**config.mk**
```make
export PLATFORM = sky130hd
export DESIGN_NAME = mem_access_ctrl
export DESIGN_NICKNAME = d
export VERILOG_FILES = /design/src/rtl/mem_access_ctrl.sv
export SDC_FILE = /design/constraint.sdc
export NUM_CORES = 1
export LEC_CHECK = 0
export CELL_PAD_IN_SITES_DETAIL_PLACEMENT = 0
export CELL_PAD_IN_SITES_GLOBAL_PLACEMENT = 2
export CORE_ASPECT_RATIO = 1.25
export CORE_MARGIN = 2
export CORE_UTILIZATION = 26
export DETAILED_ROUTE_END_ITERATION = 10
export PLACE_DENSITY = 0.85
export SYNTH_ARGS = -nofsm -noshare
export SYNTH_HDL_FRONTEND = slang
export SYNTH_SLANG_ARGS = --single-unit
```
**constraint.sdc**
```tcl
create_clock -name clk -period 4.3 [get_ports clk]
set_clock_uncertainty 0.2 [all_clocks]
set_input_delay 0.43 -clock clk [delete_from_list [all_inputs] [get_ports clk]]
set_output_delay 0.43 -clock clk [all_outputs]
set_load 0.05 [all_outputs]
```
**src/rtl/mem_access_ctrl.sv**
```systemverilog
// -----------------------------------------------------------------------------
// mem_access_ctrl
//   Initiator-side controller between the CPU control unit and the
//   word-addressed async_mem data memory. It accepts byte/half/word loads and
//   stores over a valid/ready request channel and drives the memory. The
//   memory only writes whole words, so byte and half stores use a
//   read-modify-write. Load results are lane-extracted and sign- or
//   zero-extended, then returned over a valid/ready response channel.
//
// Parameters
//   WAIT_CYCLES  cycles mem_read is held before mem_rdata is sampled (>= 1)
//
// Ports
//   clk, reset                      clock; synchronous active-high reset
//   req_valid/req_ready             request handshake (ready only in IDLE)
//   req_we, req_size, req_signed    store flag, size (00 B, 01 H, 10 W), extend
//   req_addr, req_wdata             byte address, right-aligned store data
//   resp_valid/resp_ready           response handshake
//   resp_rdata, resp_err            load result, misaligned/reserved-size flag
//   mem_read, mem_write             memory strobes (gated off during reset)
//   mem_addr, mem_wdata, mem_rdata  word address, write word, read word
// -----------------------------------------------------------------------------
module mem_access_ctrl #(
    parameter int unsigned WAIT_CYCLES = 1
) (
    input  logic        clk,
    input  logic        reset,
    input  logic        req_valid,
    output logic        req_ready,
    input  logic        req_we,
    input  logic [1:0]  req_size,
    input  logic        req_signed,
    input  logic [31:0] req_addr,
    input  logic [31:0] req_wdata,
    output logic        resp_valid,
    input  logic        resp_ready,
    output logic [31:0] resp_rdata,
    output logic        resp_err,
    output logic        mem_read,
    output logic        mem_write,
    output logic [31:0] mem_addr,
    output logic [31:0] mem_wdata,
    input  logic [31:0] mem_rdata
);

    typedef enum logic [2:0] {
        IDLE   = 3'd0,
        READ   = 3'd1,
        RMW_RD = 3'd2,
        WRITE  = 3'd3,
        RESP   = 3'd4
    } state_t;

    localparam logic [1:0] SIZE_BYTE = 2'b00;
    localparam logic [1:0] SIZE_HALF = 2'b01;
    localparam logic [1:0] SIZE_WORD = 2'b10;

    localparam int CNT_W = (WAIT_CYCLES > 1) ? $clog2(WAIT_CYCLES) : 1;

    state_t             state;
    state_t             state_next;
    logic [CNT_W-1:0]   cnt;
    logic               cnt_last;
    logic               req_error;

    // Request attributes latched on acceptance; needed after req_* go don't-care.
    logic [1:0]         size_q;
    logic               signed_q;
    logic [1:0]         offset_q;
    logic [31:0]        mem_addr_q;
    logic [31:0]        mem_wdata_q;
    logic [31:0]        resp_rdata_q;
    logic               resp_err_q;

    // Pick the addressed lane out of a little-endian word and extend it.
    function automatic logic [31:0] load_extract(
        input logic [31:0] word,
        input logic [1:0]  size,
        input logic [1:0]  offset,
        input logic        sext
    );
        logic [7:0]  b;
        logic [15:0] h;
        b = word[{offset, 3'b000} +: 8];
        h = word[{offset[1], 4'b0000} +: 16];
        case (size)
            SIZE_BYTE: load_extract = {{24{sext & b[7]}}, b};
            SIZE_HALF: load_extract = {{16{sext & h[15]}}, h};
            default:   load_extract = word;
        endcase
    endfunction

    // Overwrite only the addressed lane(s) of the old word with store data.
    function automatic logic [31:0] store_merge(
        input logic [31:0] old_word,
        input logic [31:0] data,
        input logic [1:0]  size,
        input logic [1:0]  offset
    );
        store_merge = old_word;
        case (size)
            SIZE_BYTE: store_merge[{offset, 3'b000} +: 8]     = data[7:0];
            SIZE_HALF: store_merge[{offset[1], 4'b0000} +: 16] = data[15:0];
            default:   store_merge = data;
        endcase
    endfunction

    assign req_error = (req_size == 2'b11)
                    || ((req_size == SIZE_HALF) && req_addr[0])
                    || ((req_size == SIZE_WORD) && (req_addr[1:0] != 2'b00));

    assign cnt_last = (cnt == CNT_W'(WAIT_CYCLES - 1));

    // State register.
    always_ff @(posedge clk) begin
        // NOTE: clocked state uses non-blocking assignments so every register
        // samples pre-edge values regardless of process ordering.
        if (reset) state <= IDLE;
        else       state <= state_next;
    end

    // Next-state logic.
    always_comb begin
        // NOTE: default first so every path assigns state_next and no latch is inferred.
        state_next = state;
        unique case (state)
            IDLE: begin
                if (req_valid) begin
                    if (req_error)               state_next = RESP;
                    else if (!req_we)            state_next = READ;
                    else if (req_size == SIZE_WORD) state_next = WRITE;
                    else                         state_next = RMW_RD;
                end
            end
            READ:    if (cnt_last)   state_next = RESP;
            RMW_RD:  if (cnt_last)   state_next = WRITE;
            WRITE:                   state_next = RESP;
            RESP:    if (resp_ready) state_next = IDLE;
            default:                 state_next = IDLE;
        endcase
    end

    // Output logic. Memory strobes are masked by reset so a reset edge
    // can never commit a write.
    always_comb begin
        req_ready  = (state == IDLE);
        resp_valid = (state == RESP);
        mem_read   = ((state == READ) || (state == RMW_RD)) && !reset;
        mem_write  = (state == WRITE) && !reset;
        mem_addr   = mem_addr_q;
        mem_wdata  = mem_wdata_q;
        resp_rdata = resp_rdata_q;
        resp_err   = resp_err_q;
    end

    // Datapath registers and wait counter.
    always_ff @(posedge clk) begin
        if (reset) begin
            cnt          <= '0;
            size_q       <= 2'b00;
            signed_q     <= 1'b0;
            offset_q     <= 2'b00;
            mem_addr_q   <= '0;
            mem_wdata_q  <= '0;
            resp_rdata_q <= '0;
            resp_err_q   <= 1'b0;
        end else begin
            unique case (state)
                IDLE: begin
                    cnt <= '0;
                    if (req_valid) begin
                        size_q       <= req_size;
                        signed_q     <= req_signed;
                        offset_q     <= req_addr[1:0];
                        mem_addr_q   <= {req_addr[31:2], 2'b00};
                        // Holds the right-aligned store data until the
                        // read-modify-write merge replaces it.
                        mem_wdata_q  <= req_wdata;
                        resp_rdata_q <= '0;
                        resp_err_q   <= req_error;
                    end
                end
                READ: begin
                    if (cnt_last) begin
                        cnt          <= '0;
                        resp_rdata_q <= load_extract(mem_rdata, size_q, offset_q, signed_q);
                    end else begin
                        cnt <= cnt + 1'b1;
                    end
                end
                RMW_RD: begin
                    if (cnt_last) begin
                        cnt         <= '0;
                        mem_wdata_q <= store_merge(mem_rdata, mem_wdata_q, size_q, offset_q);
                    end else begin
                        cnt <= cnt + 1'b1;
                    end
                end
                default: ;
            endcase
        end
    end

endmodule

```
---- Yosys cells after proc, flatten, opt, wreduce, memory -nomap -nowiden ----
Index checks and enable logic that the tools add are counted.
storage, ports and cells
  register bits ........................... 104
  output and inout port bits .............. 101
  input port bits ......................... 104
  word-level logic and storage cells ...... 72
operators by class
  shifts and indexed selects .............. 6
  $add $sub $neg .......................... 3
  reduce and logical (&&, ||, !) cells .... 19
  mux-type cells .......................... 20
  equality and inequality tests ........... 13
  bitwise gates (word level) .............. 2
operator list
  kind                     count
  $pmux 32 s2              4
  $mux 32                  4
  $bwmux 32                2
  $shift 16x7->32 const A  1
  $shift 8x7->32 const A   1
  $shiftx 16x7->32         1
  $shiftx 32x6->16         1
  $shiftx 32x6->8          1
  $shiftx 8x7->32          1
  $mux 3                   5
  $pmux 3 s5               1
  $neg 5->7                2
  $reduce_and 4->1         2
  $reduce_bool 2->1        4
  $eq 3x2->1 const B       2
  $ne 2x2->1 const B       3
  $eq 2x1->1 const B       2
  $eq 2x2->1 const B       2
  $logic_and 1x1->1        4
  $eq 3x1->1 const B       1
  $eq 3x3->1 const B       1
  $logic_not 3->1          1
  $logic_or 1x1->1         3
  $ne 3x1->1 const B       1
  other kinds (11)         13

---- Depth between registers and ports, before layout ----
Gate-level depths: netlist of the first run.
  depth in word-level cells ............... 7
  depth in mapped cells ................... 9
  gate-level depth less buffers ........... 7

---- Worst setup path after synthesis of the first run ----
No wires, ideal clock.
  path type ............................... input to output
  start ................................... in reset
  end ..................................... out mem_write
  stages .................................. 3
  arrival time ............................ 2461 ps
  required time ........................... 3670 ps
  path slack .............................. 1209 ps
  path buffers ............................ 2
  path through ............................ clkbuf_1 clkbuf_1 nor4b_1
between the ends
  longest elaborated chain between the ends .. 2
RTL lines
  item                line  RTL
  start: declaration  27    input logic reset,
  $logic_not 1->1     149   mem_write = (state == WRITE) && !reset;
  $logic_and 1x1->1   149
  end: declaration    40    output logic mem_write,
No other way between the ends.

---- Worst setup path in the final report of the first run ----
  start ................................... reg offset_q[1]
  end ..................................... reg mem_wdata_q[26], in the netlist mem_wdata[26]
between the ends
  longest elaborated chain between the ends .. 6
RTL lines
  item                                      line      RTL
  start: declaration                        69        logic [1:0] offset_q;
  start signal: assignment                  174       offset_q <= req_addr[1:0];
  $neg 5->7, on equally long branches       103, 102
  $shiftx 16x7->32 (tied with other cells)  103       SIZE_HALF: store_merge[{offset[1], 4'b0000} +: 16] = data[15:0];
  $bwmux 32, on equally long branches       103, 102
  $pmux 32 s2 (*)                           101       case (size)
  $mux 32 (*)                               192       if (cnt_last) begin
  $pmux 32 s2 (*)                           168       unique case (state)
  end signal: assignment                    178       mem_wdata_q <= req_wdata;
  end signal: assignment                    194       mem_wdata_q <= store_merge(mem_rdata, mem_wdata_q, size_q, offset_q);
  end: declaration                          71        logic [31:0] mem_wdata_q;
Mark *: on every way between the ends. The rest lies on a longest branch, timed or not. The select of a mux whose other input is x is not followed.
A chain may end at the register's enable or synchronous reset.

==> results of run 1 <==
## state kept, by name (all words and copies together), names as in the netlist
| signal | cells |
|---|---|
| offset_q | 2 |
| size_q | 2 |
| resp_err | 1 |
| resp_rdata | 32 |
| state | 3 |
| signed_q | 1 |
| mem_addr | 30 |
| mem_wdata | 32 |
## routing by layer
| metal | wire [um] | vias up |
|---|---|---|
| met3 | 1510 | 29 |
| met2 | 10100 | 236 |
| met4 | 552 | 0 |
| li1 | - | 2483 |
| met5 | 0 | - |
| met1 | 7510 | 2516 |
## cell type report
type	instances	area share
Timing Repair Buffer	212	0.287
Tap cell	232	0.0392
Clock buffer	9	0.0305
Sequential cell	103	0.279
Inverter	9	0.00457
Multi-Input combinational cell	423	0.351
Clock inverter	6	0.00964
## power by group through the flow
stage	logic, W	clock network (W)	registers [W]
2_1_floorplan	0.000333	0	0.00135
3_3_place_gp	0.000899	0	0.00113
3_5_place_dp	0.000903	0	0.00113
4_1_cts	0.000907	0.000868	0.00111
5_1_grt	0.000974	0.000897	0.00112
6_report	0.000913	0.000840	0.00111
## cell families (layout without fill, tap and decap cells)
| family | count (synthesis) | count (layout) |
|---|---|---|
| adders and majority gates | 5 | 5 |
| other | 1 | 2 |
| buffers and inverters | 58 | 236 |
| xor gates and xnor gates | 1 | 1 |
| DFF | 103 | 103 |
| and+or+nand+nor | 213 | 213 |
| AOI/OAI and AO/OA | 190 | 190 |
| muxes | 12 | 12 |
## worst min path at each step
| stage | endpoint | depth (start not counted) | slack [ns] | startpoint |
|---|---|---|---|---|
| after CTS | resp_rdata[6] | 2 | 0.25 | resp_rdata[6] |
| after floorplan | signed_q | 2 | 0.25 | signed_q |
| after detailed placement | resp_rdata[6] | 2 | 0.24 | resp_rdata[6] |
| after global placement | resp_rdata[5] | 2 | 0.23 | resp_rdata[5] |
| final | resp_rdata[0] | 2 | 0.24 | resp_rdata[0] |
| after global routing | resp_rdata[2] | 2 | 0.26 | resp_rdata[2] |
## layout by cell type (no fill, tap or decap), types with 9 or more instances in the layout
cell             count
nand2b_1            21
nor3_1              24
a221o_1             16
clkbuf_16            9
o21ai_0             25
a221oi_1            18
a21oi_1             49
a22oi_1             11
mux2i_1             12
nand2_1            111
a22o_1              17
clkdlybuf4s50_1    201
dfxtp_1            103
nor2_1              29
## stage by stage
| step | power, W | util |
|---|---|---|
| after floorplan | 0.00168 | - |
| after global placement | 0.00203 | 0.379 |
| after detailed placement | 0.00204 | 0.379 |
| after CTS | 0.00289 | 0.395 |
| after global routing | 0.00299 | 0.397 |
| final | 0.00286 | 0.397 |
## critical path: stages (launching register included)
cell and delay [ns]:
dfxtp_1 0.90, inv_2 0.25, ha_1 0.39, nor4bb_1 0.30, buf_4 0.21, a221oi_1 0.08
a211oi_1 0.27, a21oi_1 0.07, a211oi_1 0.24
==> flow_metrics.env, run 1 <==
export IMPL_synth_seq_area_share=0.419
export IMPL_regArea_um2=2060
export IMPL_syn2layout_area_growth_pct=50.4
export IMPL_ant_nets=0
export IMPL_peakVddDrop_mv=0.192
export IMPL_tns_ns=0
export IMPL_ctsResizeCount=0
export IMPL_synth_compound_area_frac=0.278
export IMPL_start_kind="flip-flop"
export IMPL_grtUsageMet1=0.214
export IMPL_grt_pass1_wl_um=29800
export IMPL_yosys_cell_count_top_type="nand2_1"
export IMPL_synth_cell_type_count=56
export IMPL_seqPwrFrac=0.388
export IMPL_num_antenna_cells=0
export IMPL_hold_buffers=0
export IMPL_die_h_um=158
export IMPL_cp_data_required_time_ns=4.37
export IMPL_syn_avg_cell_area_um2=8.43
export IMPL_vias=5264
export IMPL_p_switching_w=0.00104
export IMPL_p_clk_frac=0.293
export IMPL_antenna_found_initial=0
export IMPL_switching_share=0.362
export IMPL_r2r_start="offset_q[1]"
export IMPL_dp_hpwl_um=15100
export IMPL_rsz0062_at_grt="false"
export IMPL_num_io_pins=205
export IMPL_syn_inst=583
export IMPL_cp_endpoint="mem_wdata[26]"
export IMPL_status="complete, no violations"
export IMPL_drive_above_1_share=0.0499
export IMPL_cp_arrival_ns=3.05
export IMPL_slew_headroom=0.412
export IMPL_tritoncts="built"
export IMPL_vias_per_cell=5.30
export IMPL_start_util=0.264
export IMPL_cts_setup_buffers=0
export IMPL_r2r_end="mem_wdata[26]"
export IMPL_setup_violations=0
export IMPL_finalHoldViolCount=0
export IMPL_fp_dieArea_um2=20000
export IMPL_tritoncts_num_sinks=103
export IMPL_synthFlopType="dfxtp_1"
export IMPL_multi_input_area_um2=2590
export IMPL_fin_crit_ns=2.98
export IMPL_rows=56
export IMPL_leakage_nw=2.66
export IMPL_grt_max_degree=39
export IMPL_first_iter_violations=389
export IMPL_fp_coreArea_um2=18600
export IMPL_timing_final_ws_setup_ns=1.32
export IMPL_r2r_cells=8
export IMPL_synth_edf_count=0
export IMPL_busiest_layer="met2"
export IMPL_clk_path_buf_depth=2
export IMPL_cts_buffers=9
export IMPL_synth_top_area_share=0.419
export IMPL_max_freq_mhz=335
export IMPL_drc=0
export IMPL_clkSlewWorstSetupHoldPaths_ns=0.07
export IMPL_path_max_fanout=19
export IMPL_synth_common_cells="nand2_1 (111), dfxtp_1 (103), a21oi_1 (49), nor2_1 (31), clkbuf_1 (29)"
export IMPL_max_cap_violations=0
export IMPL_met2_usage=0.352
export IMPL_synth_area_leader_cell="dfxtp_1"
export IMPL_internal_power_w=0.00183
export IMPL_post_route_cell_area_um2=7400
export IMPL_synthArstFlopShare=0
export IMPL_place_area_um2=7060
export IMPL_n_fill_cell=1891
export IMPL_maxSlewViolCount=0
export IMPL_io_buffers=202
export IMPL_htreeDepth=3
export IMPL_synth_simple_area_share=0.208
export IMPL_worst_setup_path_end_kind="flip-flop"
export IMPL_nets=867
export IMPL_grtUsageMet3=0.0507
export IMPL_fp_dieW_um=127
export IMPL_ys_warn_count=0
export IMPL_startpoint="offset_q[1]"
export IMPL_place_congestion=0.880
export IMPL_worst_pin_slew_ns=0.880
export IMPL_cts_root_buffer="clkbuf_16"
export IMPL_period_share=0.694
export IMPL_first_global_vias=5184
export IMPL_synth_top_family_by_area="compound AO/OA/AOI/OAI gates"
export IMPL_hold_path_class="flip-flop to flip-flop"
export IMPL_path_class="flip-flop to flip-flop"
export IMPL_grt_use_total=0.193
export IMPL_synth_xor_area_share=0.00178
export IMPL_gr_total_overflow=0
export IMPL_power_per_cell_area_nw_per_um2=387
export IMPL_pwr_share_comb=0.319
export IMPL_syn_area_um2=4920
export IMPL_place_inst=977
export IMPL_pre_cts_ws_ns=1.29
export IMPL_synthTopCellsByArea="dfxtp_1 (42%), nand2_1 (8.5%), a21oi_1 (5.0%)"
export IMPL_holdWs_ns=0.244
export IMPL_yosys_mux_area_fraction=0.0244
export IMPL_wl_um=19700
export IMPL_fin_cells=994
export IMPL_wire_per_inst_um=19.8
export IMPL_synth_ff_latch_count=103
export IMPL_dr_pass1_iters=5
export IMPL_synthAdderAreaFrac=0.0127
export IMPL_rrSetupSlack_ns=1.32
export IMPL_clk_latency_ns=0.35
Note: power is estimated with default switching activity, not from simulation.
==> run 2, diff against run 1 <==
--- a/config.mk
+++ b/config.mk
@@ -9,9 +9,9 @@
 export CELL_PAD_IN_SITES_GLOBAL_PLACEMENT = 2
 export CORE_ASPECT_RATIO = 1.25
 export CORE_MARGIN = 2
-export CORE_UTILIZATION = 26
+export CORE_UTILIZATION = 21
 export DETAILED_ROUTE_END_ITERATION = 10
-export PLACE_DENSITY = 0.85
+export PLACE_DENSITY = 0.73
 export SYNTH_ARGS = -nofsm -noshare
 export SYNTH_HDL_FRONTEND = slang
 export SYNTH_SLANG_ARGS = --single-unit
==> constraint.sdc (replaced) <==
create_clock -name clk -period 2.7 [get_ports clk]
set_clock_uncertainty 0.2 [all_clocks]
set_input_delay 0.27 -clock clk [delete_from_list [all_inputs] [get_ports clk]]
set_output_delay 0.27 -clock clk [all_outputs]
set_load 0.05 [all_outputs]
==> flow_metrics.env, run 2 (synthesized netlist as in run 1, its figures left out) <==
export IMPL_p_clk_frac=0.285
export IMPL_slew_headroom=0.539
export IMPL_regArea_um2=2060
export IMPL_clkSlewWorstSetupHoldPaths_ns=0.07
export IMPL_cp_data_required_time_ns=2.75
export IMPL_fin_crit_ns=2.26
export IMPL_place_area_um2=7280
export IMPL_crit_path_max_incr_delay_ns=0.35
export IMPL_htreeDepth=3
export IMPL_nets=886
export IMPL_ant_nets=0
export IMPL_maxSlewViolCount=0
export IMPL_n_fill_cell=2391
export IMPL_hold_buffers=0
export IMPL_start_util=0.214
export IMPL_power_w=0.00454
export IMPL_crit_slowest_cell="dfxtp_1"
export IMPL_dr_pass1_iters=4
export IMPL_timing_final_ws_setup_ns=0.441
export IMPL_fp_coreArea_um2=23000
export IMPL_rows=62
export IMPL_layout_common_cells="clkdlybuf4s50_1 (197), nand2_1 (111), dfxtp_1 (103)"
export IMPL_setup_violations=0
export IMPL_period_share=0.837
export IMPL_gr_total_overflow=0
export IMPL_multi_input_area_um2=2600
export IMPL_p_switching_w=0.00166
export IMPL_post_route_cell_area_um2=7570
export IMPL_cp_arrival_ns=2.31
export IMPL_cts_setup_buffers=0
export IMPL_rsz0062_at_grt="false"
export IMPL_syn2layout_area_growth_pct=53.9
export IMPL_grt_max_degree=37
export IMPL_grt_use_total=0.166
export IMPL_path_class="flip-flop to flip-flop"
export IMPL_power_per_cell_area_nw_per_um2=599
export IMPL_rrSetupSlack_ns=0.44
export IMPL_finalHoldViolCount=0
export IMPL_pre_cts_ws_ns=0.453
export IMPL_wire_per_inst_um=19.5
export IMPL_dp_hpwl_um=15800
export IMPL_first_global_vias=5182
export IMPL_io_buffers=202
export IMPL_switching_share=0.365
export IMPL_path_max_fanout=22
export IMPL_num_antenna_cells=0
export IMPL_fp_dieW_um=141
export IMPL_grt_pass1_wl_um=31200
export IMPL_clk_path_buf_depth=2
export IMPL_cp_common_cell="buf_4"
export IMPL_path_cells="buf_4, buf_4, mux2i_1, o22ai_1, a21oi_1, buf_4, o21ai_0, a32o_1"
export IMPL_vias=5157
export IMPL_max_cap_violations=0
export IMPL_cts_buffers=9
export IMPL_max_freq_mhz=443
export IMPL_ctsResizeCount=0
export IMPL_antenna_found_initial=0
export IMPL_cts_root_buffer="clkbuf_16"
export IMPL_drive_above_1_share=0.0793
export IMPL_vias_per_cell=4.82
export IMPL_start_kind="flip-flop"
export IMPL_pwr_share_comb=0.330
export IMPL_clk_latency_ns=0.35
export IMPL_leakage_nw=2.75
export IMPL_tns_ns=0
export IMPL_worst_pin_slew_ns=0.692
export IMPL_first_iter_violations=236
export IMPL_peakVddDrop_mv=0.314
export IMPL_seqPwrFrac=0.385
export IMPL_place_congestion=0.847
export IMPL_tritoncts_num_sinks=103
export IMPL_wl_um=20800
export IMPL_internal_power_w=0.00288
export IMPL_final_common_cell="clkdlybuf4s50_1"
export IMPL_die_h_um=175
export IMPL_drc=0
export IMPL_hold_path_class="input port to flip-flop"
export IMPL_holdWs_ns=0.0708
export IMPL_status="complete, no violations"
export IMPL_fp_dieArea_um2=24700
export IMPL_num_io_pins=205
export IMPL_tritoncts="built"
export IMPL_worst_setup_path_end_kind="flip-flop"
## run 2: metal layers
| layer | up-vias | global-route usage | part of all wire |
|---|---|---|---|
| li1 | 2520 | - | - |
| met1 | 2407 | 0.191 | 0.40 |
| met2 | 194 | 0.285 | 0.50 |
| met3 | 36 | 0.0460 | 0.067 |
| met4 | 0 | 0.0725 | 0.035 |
| met5 | - | 0 | 0 |
## run 2: cell type report
cell class                 instances  share of cell area
clock inverter                     4             0.00397
multi-input combinational        423               0.344
sequential                       103               0.272
tap                              288              0.0476
clock buffer                      12              0.0339
timing repair buffer             231               0.294
inverter                           9             0.00446
## run 2: power by group through the flow
stage | clock [W] | combinational [W] | sequential (W)
final | 0.00129 | 0.00150 | 0.00174
after global routing | 0.00141 | 0.00160 | 0.00176
after CTS | 0.00134 | 0.00151 | 0.00175
after detailed placement | 0 | 0.00151 | 0.00178
after global placement | 0 | 0.00151 | 0.00178
after floorplan | 0 | 0.000531 | 0.00214
## run 2: worst max-delay path: cells and delay by family, from the launching register on
| family | cells | cell delay (ns) |
|---|---|---|
| AO/OA/AOI/OAI | 4 | 0.61 |
| flip-flops | 1 | 0.35 |
| buffers and inverters | 3 | 0.71 |
| multiplexers | 1 | 0.27 |
## run 2: metrics by stage
stage	utilization	instances
2_1_floorplan	-	584
3_3_place_gp	0.317	1054
3_5_place_dp	0.317	1054
4_1_cts	0.330	1070
5_1_grt	0.330	1070
6_report	0.330	1070
## run 2: final timing paths
kind	end	cells past startpoint	startpoint
max	resp_rdata[9]	8	offset_q[1]
min	mem_wdata[10]	2	reset
max reg2reg	resp_rdata[9]	8	offset_q[1]
min reg2reg	resp_rdata[0]	2	resp_rdata[0]
